### config.mk
export PLATFORM = sky130hd
export DESIGN_NAME = intdivrem_iter_flat
export DESIGN_NICKNAME = d
export VERILOG_FILES = /design/src/rtl/intdivrem_iter_pkg.sv /design/src/rtl/intdivrem_iter_if.sv /design/src/rtl/intdivrem_iter_step.sv /design/src/rtl/intdivrem_iter.sv /design/src/flat_wrapper.sv
export SDC_FILE = /design/constraint.sdc
export NUM_CORES = 2
export LEC_CHECK = 0
export CAP_MARGIN = 20
export CORE_UTILIZATION = 35
export DETAILED_ROUTE_END_ITERATION = 10
export PLACE_DENSITY = 0.62
export SETUP_SLACK_MARGIN = 0.5
export SYNTH_ARGS = -nofsm -noshare
export SYNTH_HDL_FRONTEND = slang
export SYNTH_SLANG_ARGS = --single-unit
### constraint.sdc
create_clock -name clk -period 10.1 [get_ports clk]
set_clock_uncertainty 0.05 [all_clocks]
set_input_delay 2.02 -clock clk [delete_from_list [all_inputs] [get_ports clk]]
set_output_delay 2.02 -clock clk [all_outputs]
set_load 0.005 [all_outputs]
### src/rtl/intdivrem_iter_pkg.sv
// Shared definitions for the iterative integer divide/remainder unit.
package intdivrem_iter_pkg;

    // Funct3 encodings: bit0 selects unsigned, bit1 selects remainder
    localparam logic [2:0] DIV_F3  = 3'b100;
    localparam logic [2:0] DIVU_F3 = 3'b101;
    localparam logic [2:0] REM_F3  = 3'b110;
    localparam logic [2:0] REMU_F3 = 3'b111;

    typedef enum logic [1:0] {IDLE, BUSY, DONE} state_t;

    // Width of the remaining-cycle counter; must hold XLEN when K=1
    function automatic int cnt_width(input int xlen);
        return $clog2(xlen / 1) + 1;
    endfunction

    // Leading-zero count of a 64-bit value (64 when the value is zero)
    function automatic logic [6:0] lzc64(input logic [63:0] x);
        logic [6:0] n;
        n = 7'd64;
        for (int i = 0; i < 64; i++) begin
            if (x[i]) n = 7'(63 - i);
        end
        return n;
    endfunction

endpackage

### src/rtl/intdivrem_iter_if.sv
// Request/response bundle between the execute stage and the divider.
interface intdivrem_iter_if #(
    parameter int XLEN = 64
) ();
    logic            Flush;
    logic            InValid;
    logic            InReady;
    logic [XLEN-1:0] A;
    logic [XLEN-1:0] B;
    logic [2:0]      Funct3;
    logic            W64;
    logic            OutValid;
    logic            OutReady;
    logic [XLEN-1:0] Result;
    logic            Busy;

    modport master (
        output Flush, InValid, A, B, Funct3, W64, OutReady,
        input  InReady, OutValid, Result, Busy
    );

    modport slave (
        input  Flush, InValid, A, B, Funct3, W64, OutReady,
        output InReady, OutValid, Result, Busy
    );
endinterface

### src/rtl/intdivrem_iter_step.sv
// One restoring division step: shift {R,Q} left, trial-subtract the divisor.
module intdivrem_iter_step #(
    parameter int W = 64
) (
    input  logic [W:0]   i_rem,
    input  logic [W-1:0] i_quo,
    input  logic [W-1:0] i_div,
    output logic [W:0]   o_rem,
    output logic [W-1:0] o_quo
);
    logic [W+1:0] w_shifted;
    logic [W+1:0] w_diff;

    // Extra top bit on the difference acts as the borrow / sign of the trial
    assign w_shifted = {i_rem, i_quo[W-1]};
    assign w_diff    = w_shifted - {2'b00, i_div};
    assign o_rem     = w_diff[W+1] ? w_shifted[W:0] : w_diff[W:0];
    assign o_quo     = {i_quo[W-2:0], ~w_diff[W+1]};
endmodule

### src/rtl/intdivrem_iter.sv
// Iterative DIV/DIVU/REM/REMU (+ RV64 word forms), K quotient bits per cycle,
// with leading-zero skip on the dividend and valid/ready on both sides.
module intdivrem_iter
    import intdivrem_iter_pkg::*;
#(
    parameter int XLEN     = 64,
    parameter int K        = 1,
    parameter int SUPPORTW = 1
) (
    input  logic             clk,
    input  logic             reset_n,
    intdivrem_iter_if.slave  bus
);
    localparam int              CNTW  = cnt_width(XLEN);
    localparam bit              SUPW  = (XLEN == 32) ? 1'b0 : (SUPPORTW != 0);
    localparam logic [XLEN-1:0] MIN_X = {1'b1, {(XLEN-1){1'b0}}};
    localparam logic [XLEN-1:0] MIN_W = ~(XLEN'(32'h7FFF_FFFF));

    // Word results are always sign-extended from bit 31
    function automatic logic [XLEN-1:0] wext(input logic [XLEN-1:0] x, input logic word);
        return word ? XLEN'($signed(x[31:0])) : x;
    endfunction

    state_t            r_state;
    logic [XLEN:0]     r_rem;
    logic [XLEN-1:0]   r_quo;
    logic [XLEN-1:0]   r_absb;
    logic [CNTW-1:0]   r_cnt;
    logic              r_neg_q;
    logic              r_neg_r;
    logic              r_rem_op;
    logic              r_word;
    logic [XLEN-1:0]   r_result;
    logic              r_out_valid;
    logic              r_busy;

    logic              w_word, w_sgn, w_sa, w_sb, w_accept, w_in_ready;
    logic              w_b_zero, w_a_zero, w_ovf;
    logic [XLEN-1:0]   w_a_ext, w_b_ext, w_abs_a, w_abs_b;
    logic [XLEN-1:0]   w_special, w_quo_init, w_fix;
    logic [6:0]        w_lz, w_shift;
    logic [CNTW-1:0]   w_cnt_init;
    logic [XLEN:0]     w_r_chain [0:K];
    logic [XLEN-1:0]   w_q_chain [0:K];

    assign w_in_ready = reset_n & ((r_state == IDLE) | ((r_state == DONE) & bus.OutReady));
    assign w_accept   = bus.InValid & w_in_ready & ~bus.Flush;

    // Operand conditioning: width select, extension, magnitudes and signs
    assign w_word   = bus.W64 & SUPW;
    assign w_sgn    = ~bus.Funct3[0];
    assign w_a_ext  = w_word ? (w_sgn ? XLEN'($signed(bus.A[31:0])) : XLEN'(bus.A[31:0])) : bus.A;
    assign w_b_ext  = w_word ? (w_sgn ? XLEN'($signed(bus.B[31:0])) : XLEN'(bus.B[31:0])) : bus.B;
    assign w_sa     = w_sgn & w_a_ext[XLEN-1];
    assign w_sb     = w_sgn & w_b_ext[XLEN-1];
    assign w_abs_a  = w_sa ? -w_a_ext : w_a_ext;
    assign w_abs_b  = w_sb ? -w_b_ext : w_b_ext;
    assign w_b_zero = (w_b_ext == '0);
    assign w_a_zero = (w_a_ext == '0);
    assign w_ovf    = w_sgn & (w_a_ext == (w_word ? MIN_W : MIN_X)) & (&w_b_ext);

    // Results that are known at accept time without iterating
    always_comb begin
        w_special = '0;
        if (w_b_zero)
            w_special = bus.Funct3[1] ? w_a_ext : '1;
        else if (w_ovf)
            w_special = bus.Funct3[1] ? '0 : w_a_ext;
        w_special = wext(w_special, w_word);
    end

    // Leading-zero skip. Counting over the full XLEN keeps the word-mode
    // dividend top-aligned; XLEN-N is a multiple of K so the rounding agrees.
    assign w_lz       = lzc64(64'(w_abs_a) << (64 - XLEN));
    assign w_shift    = w_lz & 7'(~(K - 1));
    assign w_quo_init = w_abs_a << w_shift;

    // Remaining iterations after the skip, never fewer than one
    always_comb begin
        w_cnt_init = CNTW'((XLEN - int'(w_shift)) / K);
        if (w_cnt_init == '0) w_cnt_init = CNTW'(1);
    end

    assign w_r_chain[0] = r_rem;
    assign w_q_chain[0] = r_quo;

    generate
        for (genvar gi = 0; gi < K; gi++) begin : g_step
            intdivrem_iter_step #(.W(XLEN)) u_step (
                .i_rem (w_r_chain[gi]),
                .i_quo (w_q_chain[gi]),
                .i_div (r_absb),
                .o_rem (w_r_chain[gi+1]),
                .o_quo (w_q_chain[gi+1])
            );
        end
    endgenerate

    // Sign fix-up and quotient/remainder select on the last chained step
    always_comb begin
        if (r_rem_op)
            w_fix = r_neg_r ? -w_r_chain[K][XLEN-1:0] : w_r_chain[K][XLEN-1:0];
        else
            w_fix = r_neg_q ? -w_q_chain[K] : w_q_chain[K];
        w_fix = wext(w_fix, r_word);
    end

    // Control FSM and datapath registers; Flush overrides everything
    always_ff @(posedge clk or negedge reset_n) begin
        if (!reset_n) begin
            r_state     <= IDLE;
            r_rem       <= '0;
            r_quo       <= '0;
            r_absb      <= '0;
            r_cnt       <= '0;
            r_neg_q     <= 1'b0;
            r_neg_r     <= 1'b0;
            r_rem_op    <= 1'b0;
            r_word      <= 1'b0;
            r_result    <= '0;
            r_out_valid <= 1'b0;
            r_busy      <= 1'b0;
        end else if (bus.Flush) begin
            r_state     <= IDLE;
            r_cnt       <= '0;
            r_result    <= '0;
            r_out_valid <= 1'b0;
            r_busy      <= 1'b0;
        end else if (w_accept) begin
            r_busy <= 1'b1;
            if (w_b_zero || w_ovf || w_a_zero) begin
                r_state     <= DONE;
                r_result    <= w_special;
                r_out_valid <= 1'b1;
            end else begin
                r_state     <= BUSY;
                r_out_valid <= 1'b0;
                r_rem       <= '0;
                r_quo       <= w_quo_init;
                r_absb      <= w_abs_b;
                r_cnt       <= w_cnt_init;
                r_neg_q     <= w_sgn & (w_sa ^ w_sb);
                r_neg_r     <= w_sa;
                r_rem_op    <= bus.Funct3[1];
                r_word      <= w_word;
            end
        end else begin
            case (r_state)
                BUSY: begin
                    r_rem <= w_r_chain[K];
                    r_quo <= w_q_chain[K];
                    r_cnt <= r_cnt - 1'b1;
                    if (r_cnt == CNTW'(1)) begin
                        r_state     <= DONE;
                        r_result    <= w_fix;
                        r_out_valid <= 1'b1;
                    end
                end
                DONE: begin
                    if (bus.OutReady) begin
                        r_state     <= IDLE;
                        r_out_valid <= 1'b0;
                        r_busy      <= 1'b0;
                    end
                end
                default: ;
            endcase
        end
    end

    assign bus.InReady  = w_in_ready;
    assign bus.OutValid = r_out_valid;
    assign bus.Result   = r_result;
    assign bus.Busy     = r_busy;
endmodule

### src/flat_wrapper.sv
// flat-port wrapper written by rule: the top's interface ports become plain ports
module intdivrem_iter_flat import intdivrem_iter_pkg::*;
#(
    parameter int XLEN     = 64,
    parameter int K        = 1,
    parameter int SUPPORTW = 1
)
  (clk, reset_n, bus_Flush, bus_InValid, bus_A, bus_B, bus_Funct3, bus_W64, bus_OutReady, bus_InReady, bus_OutValid, bus_Result, bus_Busy);
  intdivrem_iter_if #(.XLEN(XLEN)) bus_i ();
  input  logic clk;
  input  logic reset_n;
  input wire logic [$bits(bus_i.Flush)-1:0] bus_Flush;
  input wire logic [$bits(bus_i.InValid)-1:0] bus_InValid;
  input wire logic [$bits(bus_i.A)-1:0] bus_A;
  input wire logic [$bits(bus_i.B)-1:0] bus_B;
  input wire logic [$bits(bus_i.Funct3)-1:0] bus_Funct3;
  input wire logic [$bits(bus_i.W64)-1:0] bus_W64;
  input wire logic [$bits(bus_i.OutReady)-1:0] bus_OutReady;
  output wire logic [$bits(bus_i.InReady)-1:0] bus_InReady;
  output wire logic [$bits(bus_i.OutValid)-1:0] bus_OutValid;
  output wire logic [$bits(bus_i.Result)-1:0] bus_Result;
  output wire logic [$bits(bus_i.Busy)-1:0] bus_Busy;
  assign bus_i.Flush = bus_Flush;
  assign bus_i.InValid = bus_InValid;
  assign bus_i.A = bus_A;
  assign bus_i.B = bus_B;
  assign bus_i.Funct3 = bus_Funct3;
  assign bus_i.W64 = bus_W64;
  assign bus_i.OutReady = bus_OutReady;
  assign bus_InReady = bus_i.InReady;
  assign bus_OutValid = bus_i.OutValid;
  assign bus_Result = bus_i.Result;
  assign bus_Busy = bus_i.Busy;
  intdivrem_iter #(.XLEN(XLEN), .K(K), .SUPPORTW(SUPPORTW)) u_core (.clk(clk), .reset_n(reset_n), .bus(bus_i));
endmodule
Word-level counts from Yosys, hierarchy flattened
Index checks and enable logic that the tools add are counted.
Cells by class
  $add $sub $neg: 7
  equal/unequal tests: 9
  shift operators: 1
  mux-type cells: 112
  reduce and logical (&&, ||, !) cells: 19
  bitwise operators: 15
Operator list (number)
  $mux 64: 23
  $mux 7: 69
  $mux 65: 4
  $neg 64->64: 4
  $logic_not 64->1: 2
  $sub 66x64->66: 1
  $eq 64x64->1: 1
  $reduce_and 64->1: 1
  $shl 64x7->64: 1
  $mux 63: 1
  $reduce_and 3->1: 4
  $reduce_bool 3->1: 4
  $mux 2: 5
  $and 1x1->1: 9
  $mux 1: 8
  $eq 7x1->1 const B: 1
  $logic_not 7->1: 1
  $sub 7x1->7 const B: 1
  $sub 7x7->7 const A: 1
  $ne 3x3->1 const B: 2
  $ne 4x2->1 const B: 1
  $ne 4x3->1 const B: 1
  $not 1->1: 4
  $pmux 2 s2: 1
  11 further kinds: 13
Word-level totals
  bits in registers: 272
  word-level logic and storage cells: 175
  output and inout port bits: 67

Logic depth before layout (Yosys ltp)
  depth after elaboration: 74
  mapped depth: 34
  mapped depth without buffers: 27

Cells and area by module
From an unflattened synthesis, not the netlist that was laid out.
Unflattened totals
  cells, all modules: 4286
  area total of the unflattened synthesis: 31747.9 sq um
Modules (own cells, without submodules)
  intdivrem_iter: instances 1, cells an instance 3493, area an instance 26349.0 sq um, seq. area each 6781.5 sq um
  intdivrem_iter_step: instances 1, cells an instance 793, area an instance 5398.9 sq um, seq. area each 0.0 sq um

Least setup slack after synthesis
OpenSTA, ideal clock, no wires.
  path type: reg-to-reg
  start point: register u_core.r_rem[33]
  end point: register u_core.r_result[48], in the netlist u_core.bus.Result[48]
  period minus slack after synthesis: 7.545 ns
  arrival time: 7.374 ns
  required time: 9.928 ns
  stages on the path, launching flop included: 32
  path slack: 2.555 ns
  library setup time: 0.122 ns
  path through: dfrtp_1 ha_1 buf_2 a21o_1 a21o_1 a21o_1 or2_1 o311ai_2 nand3_1 and3_1 buf_2 inv_2 buf_2 clkbuf_1 buf_1 clkbuf_1 mux2i_1 ha_1 nor3b_1 nand2_1 or3_1 or4_1 a31oi_1 a21o_1 or4b_1 clkbuf_1 nor3_2 or3b_1 o21ai_1 xnor2_1 nand2_1 a32o_1
On the way
  word-level cells in the longest chain between the ends: 10
  elaborated cells between the ends (all ways): 13
  those cells by class: 3 x add/sub; 9 x mux; 1 x bitwise
Ends and longest elaborated chain
  start: declaration: line intdivrem_iter.sv:25  | logic [XLEN:0] r_rem;
  start signal: assignment: line intdivrem_iter.sv:150  | r_rem <= w_r_chain[K];
  $sub 66x64->66: line intdivrem_iter_step.sv:16  | assign w_diff = w_shifted - {2'b00, i_div};
  $mux 65 / $not 1->1 (equally long branches): line intdivrem_iter_step.sv:17, intdivrem_iter_step.sv:18
  $neg 64->64 (on tied branches): line intdivrem_iter.sv:102, intdivrem_iter.sv:104
  $mux 64 (on tied branches): line intdivrem_iter.sv:102, intdivrem_iter.sv:104
  $mux 64 *: line intdivrem_iter.sv:101  | if (r_rem_op)
  $mux 64 *: line intdivrem_iter.sv:21  | return word ? XLEN'($signed(x[31:0])) : x;
  $mux 64 *: line intdivrem_iter.sv:153  | if (r_cnt == CNTW'(1)) begin
  $mux 64 *: line intdivrem_iter.sv:148  | case (r_state)
  $mux 64 *: line intdivrem_iter.sv:129  | end else if (w_accept) begin
  $mux 64 *: line intdivrem_iter.sv:123  | end else if (bus.Flush) begin
  end signal: assignment: line intdivrem_iter.sv:133  | r_result <= w_special;
  end signal: assignment: line intdivrem_iter.sv:155  | r_result <= w_fix;
  end: declaration: line intdivrem_iter.sv:33  | logic [XLEN-1:0] r_result;
Mark *: on every way between the ends. The rest lies on a longest branch, timed or not. The select of a mux whose other input is x is not followed.
A chain may end at the register's enable or synchronous reset.

Worst setup path after layout
  start point: input port bus_A[63]
  end point: register u_core.r_quo[53]
On the way
  word-level cells in the longest chain between the ends: 70
  elaborated cells between the ends (all ways): 79
  those cells by class: 1 x add/sub; 2 x eq/ne; 1 x shift; 68 x mux; 3 x bitwise; 4 x reduce/logical
Ends and longest elaborated chain
  start: declaration: line flat_wrapper.sv:14  | input wire logic [$bits(bus_i.A)-1:0] bus_A;
  $mux 64 *: line intdivrem_iter.sv:52  | assign w_a_ext = w_word ? (w_sgn ? XLEN'($signed(bus.A[31:0])) : XLEN'(bus.A[31:0])) : bus.A;
  $and 1x1->1: line intdivrem_iter.sv:54  | assign w_sa = w_sgn & w_a_ext[XLEN-1];
  $mux 64: line intdivrem_iter.sv:56  | assign w_abs_a = w_sa ? -w_a_ext : w_a_ext;
  $mux 7 (64 in series): line intdivrem_iter_pkg.sv:22  | if (x[i]) n = 7'(63 - i);
  $shl 64x7->64: line intdivrem_iter.sv:76  | assign w_quo_init = w_abs_a << w_shift;
  $mux 64: line intdivrem_iter.sv:131  | if (w_b_zero || w_ovf || w_a_zero) begin
  $mux 64: line intdivrem_iter.sv:129
  end signal: assignment: line intdivrem_iter.sv:139  | r_quo <= w_quo_init;
  end signal: assignment: line intdivrem_iter.sv:151  | r_quo <= w_q_chain[K];
  end: declaration: line intdivrem_iter.sv:26  | logic [XLEN-1:0] r_quo;
Marks and branches as above.

==> reports/metrics.yaml <==
routedWlPerCell_um: 27.8
drc: 0
die-area_um2: 91500
synth_commonest_cells: "nand2_1, o21ai_0, nor2_1, a21oi_1, dfrtp_1"
hold_viol: 0
cts_made_buffers: 35
yosysMostFrequentCell: "nand2_1"
hold_buffers: 0
start_kind: "primary input"
crit_slowest_cell: "clkdlybuf4s50_1"
ios: 204
cts_setup_buffers: 0
reg2regPathDepth: 26
worstPathRequired_ns: 10.47
initial_core_util_pct: 35.5
place_area_um2: 36300
leakagePower_nw: 15.2
postLayoutCellArea_um2: 37600
status: "finished clean"
crit_type: "primary input to flip-flop"
hold_start: "u_core.bus.Result[15]"
cts_htree_levels: 2
viasPerCell: 6.44
r2r_start: "u_core.r_rem[43]"
slew_violations: 0
fmax_ghz: 0.115
cpMostUsedCell: "buf_4"
cp_cell_sequence: "clkdlybuf4s50_1 > mux2i_2 > buf_4 > nor2_4 > buf_12 > nor3_1 > o311ai_0 > a31oi_1 > o21ai_0 > a211oi_1 > buf_4 > o21a_2 > o31a_1 > nor2_1 > o22ai_1 > a221oi_4 > buf_4 > mux2i_1 > buf_4 > a221o_1 > a21oi_1 > a31oi_1"
finalSetupTns_ns: 0
cts_sinks: 271
area_growth_pct: 19.0
cts-resized-gates: 0
hold_class: "flip-flop to flip-flop"
ff2ff_setup_slack_ns: 1.54
fin_crit_ns: 8.72
ys_seq_area_share_pct: 21.5
ys_warn_count: 0
syn_avg_cell_area_um2: 7.32
synth_area_um2: 31600
layout-drive-gt1-share_pct: 11.3
maxCapViolations: 0
synth_largest_area_cell: "dfrtp_1"
power_density_nw_per_um2: 173
grt_max_degree: 97
synth_cell_types: 125
final_nets: 4765
peakVddDrop_v: 0.000119
synth_top_area_share_pct: 21.5
synth_flop_cell: "dfrtp_1"
finalCritPeriodShare_pct: 86.3
antenna_found_initial: 15
cts_root_buf: "clkbuf_16"
grt_util_all_layers_pct: 34.0
cts.clk_slew.worst_paths_ns: 0.06
rsz0062_at_grt: "no"
cp_max_fo: 24
cp-endpoint: "u_core.r_quo[53]"
row_count: 109
grt_pass1_wl_um: 233000
io_buffers: 202
fin_ws_ns: 1.38
max_stage_delay_ns: 1.08
fp.dieW_um: 302
overflow: 0
cts_tree: "built"
drtIter0Drc: 4938
place.gp.congestion: 1.04
first_global_vias: 34322
core_um2: 88900
clk_path_buf_depth: 3
relSlewSlack_pct: 24.9
antenna_left: 0
synthTopCellsByArea: "dfrtp_1, o21ai_0, nand2_1"
tightest_slew_ns: 1.12
die_y_um: 302
post-place-ws_ns: 1.14
insertion_delay_ns: 0.58
synth_edf_count: 0
first_pass_iters: 6
syn_nets: 4528
wl_um: 160000
vias: 37040
finalSetupViolCount: 0
ys_seq_elements: 271
arrival_ns: 9.10
reg2reg_to: "u_core.bus.Result[50]"
worstSetupStartpoint: "bus_A[63]"
cp-end-kind: "flip-flop"
synthCells: 4318
async_reset_ff_share_pct: 100
dp_hpwl_um: 125000
-- sequential cells by signal (all words and copies together), names as in the netlist, 2 cells and up --
register           count
u_core.r_rem          65
u_core.bus.Result     64
u_core.r_absb         64
u_core.r_quo          64
u_core.r_cnt           7
u_core.r_state         2
-- worst max-delay path, delay by kind of cell --
family,cells,cell delay [ns]
AO/OA/AOI/OAI,11,2.82
AND/OR/NAND/NOR,3,1.34
multiplexers,2,0.64
buffers and inverters,6,2.24
-- where the power goes --
group	switching, mW	leakage (nW)	internal [mW]
registers	0.289	3.54	1.32
clock network	0.554	0.621	0.835
logic	2.14	11.1	1.35
-- cell type report --
type,count,area (µm²)
Tap cell,1165,1460
Inverter,138,518
Antenna cell,5,12.5
Sequential cell,271,6780
Fill cell,9238,51300
Timing Repair Buffer,512,4500
Multi-Input combinational cell,3597,23100
Clock buffer,47,1010
Clock inverter,17,229
-- metal layers --
metal,up-vias,part of all wire [%],GRT usage (%)
met3,429,9.3,6.03
met2,2054,43,52.4
met5,-,0.0081,0
li1,16707,-,-
met4,2,5.9,17.8
met1,17848,41,45.5
-- cells by family (layout without fill, tap and decap cells) --
| family | after synthesis | after routing | synth area share [%] |
|---|---|---|---|
| XOR/XNOR | 288 | 288 | 8.03 |
| AO/OA/AOI/OAI | 1602 | 1602 | 34.3 |
| other | 0 | 5 | 0 |
| buffers and inverters | 450 | 714 | 5.86 |
| AND/OR/NAND/NOR | 1508 | 1508 | 23.4 |
| adder cells (fa/ha/maj) | 73 | 73 | 2.91 |
| multiplexers | 126 | 126 | 4.08 |
| flip-flops | 271 | 271 | 21.5 |
-- worst min-delay path by stage --
stage | end | slack, ns | cells past startpoint
final | u_core.bus.Result[15] | 0.43 | 2
after global routing | u_core.bus.Result[24] | 0.45 | 2
after CTS | u_core.bus.Result[54] | 0.43 | 2
after detailed placement | u_core.bus.Result[54] | 0.42 | 2
after global placement | u_core.bus.Result[22] | 0.41 | 2
after floorplan | u_core.r_absb[45] | 0.40 | 2
-- layout by cell type (no fill, tap or decap), types with 58 or more instances in the layout --
| cell | instances |
|---|---|
| a31oi_1 | 64 |
| mux2i_1 | 108 |
| nand3_1 | 166 |
| o21ai_0 | 415 |
| inv_1 | 134 |
| a211oi_1 | 58 |
| nor2_1 | 331 |
| dfrtp_1 | 270 |
| buf_4 | 299 |
| nor3_1 | 129 |
| xnor2_1 | 146 |
| xor2_1 | 140 |
| ha_1 | 72 |
| a21oi_1 | 331 |
| nand2_1 | 446 |
| clkdlybuf4s50_1 | 199 |
| a21o_1 | 86 |
-- per-stage QoR --
step / utilization [%] / hold slack (ns) / std cells / power [mW]
final: 42.3 / 0.428 / 5752 / 6.49
after CTS: 42.3 / 0.429 / 5746 / 6.39
after detailed placement: 40.9 / 0.417 / 5682 / 4.99
after global placement: 40.9 / 0.406 / 5682 / 4.97
after floorplan: - / 0.399 / 4318 / 3.50
after global routing: 42.3 / 0.447 / 5747 / 6.78
Power figures use the tool's default switching activity.
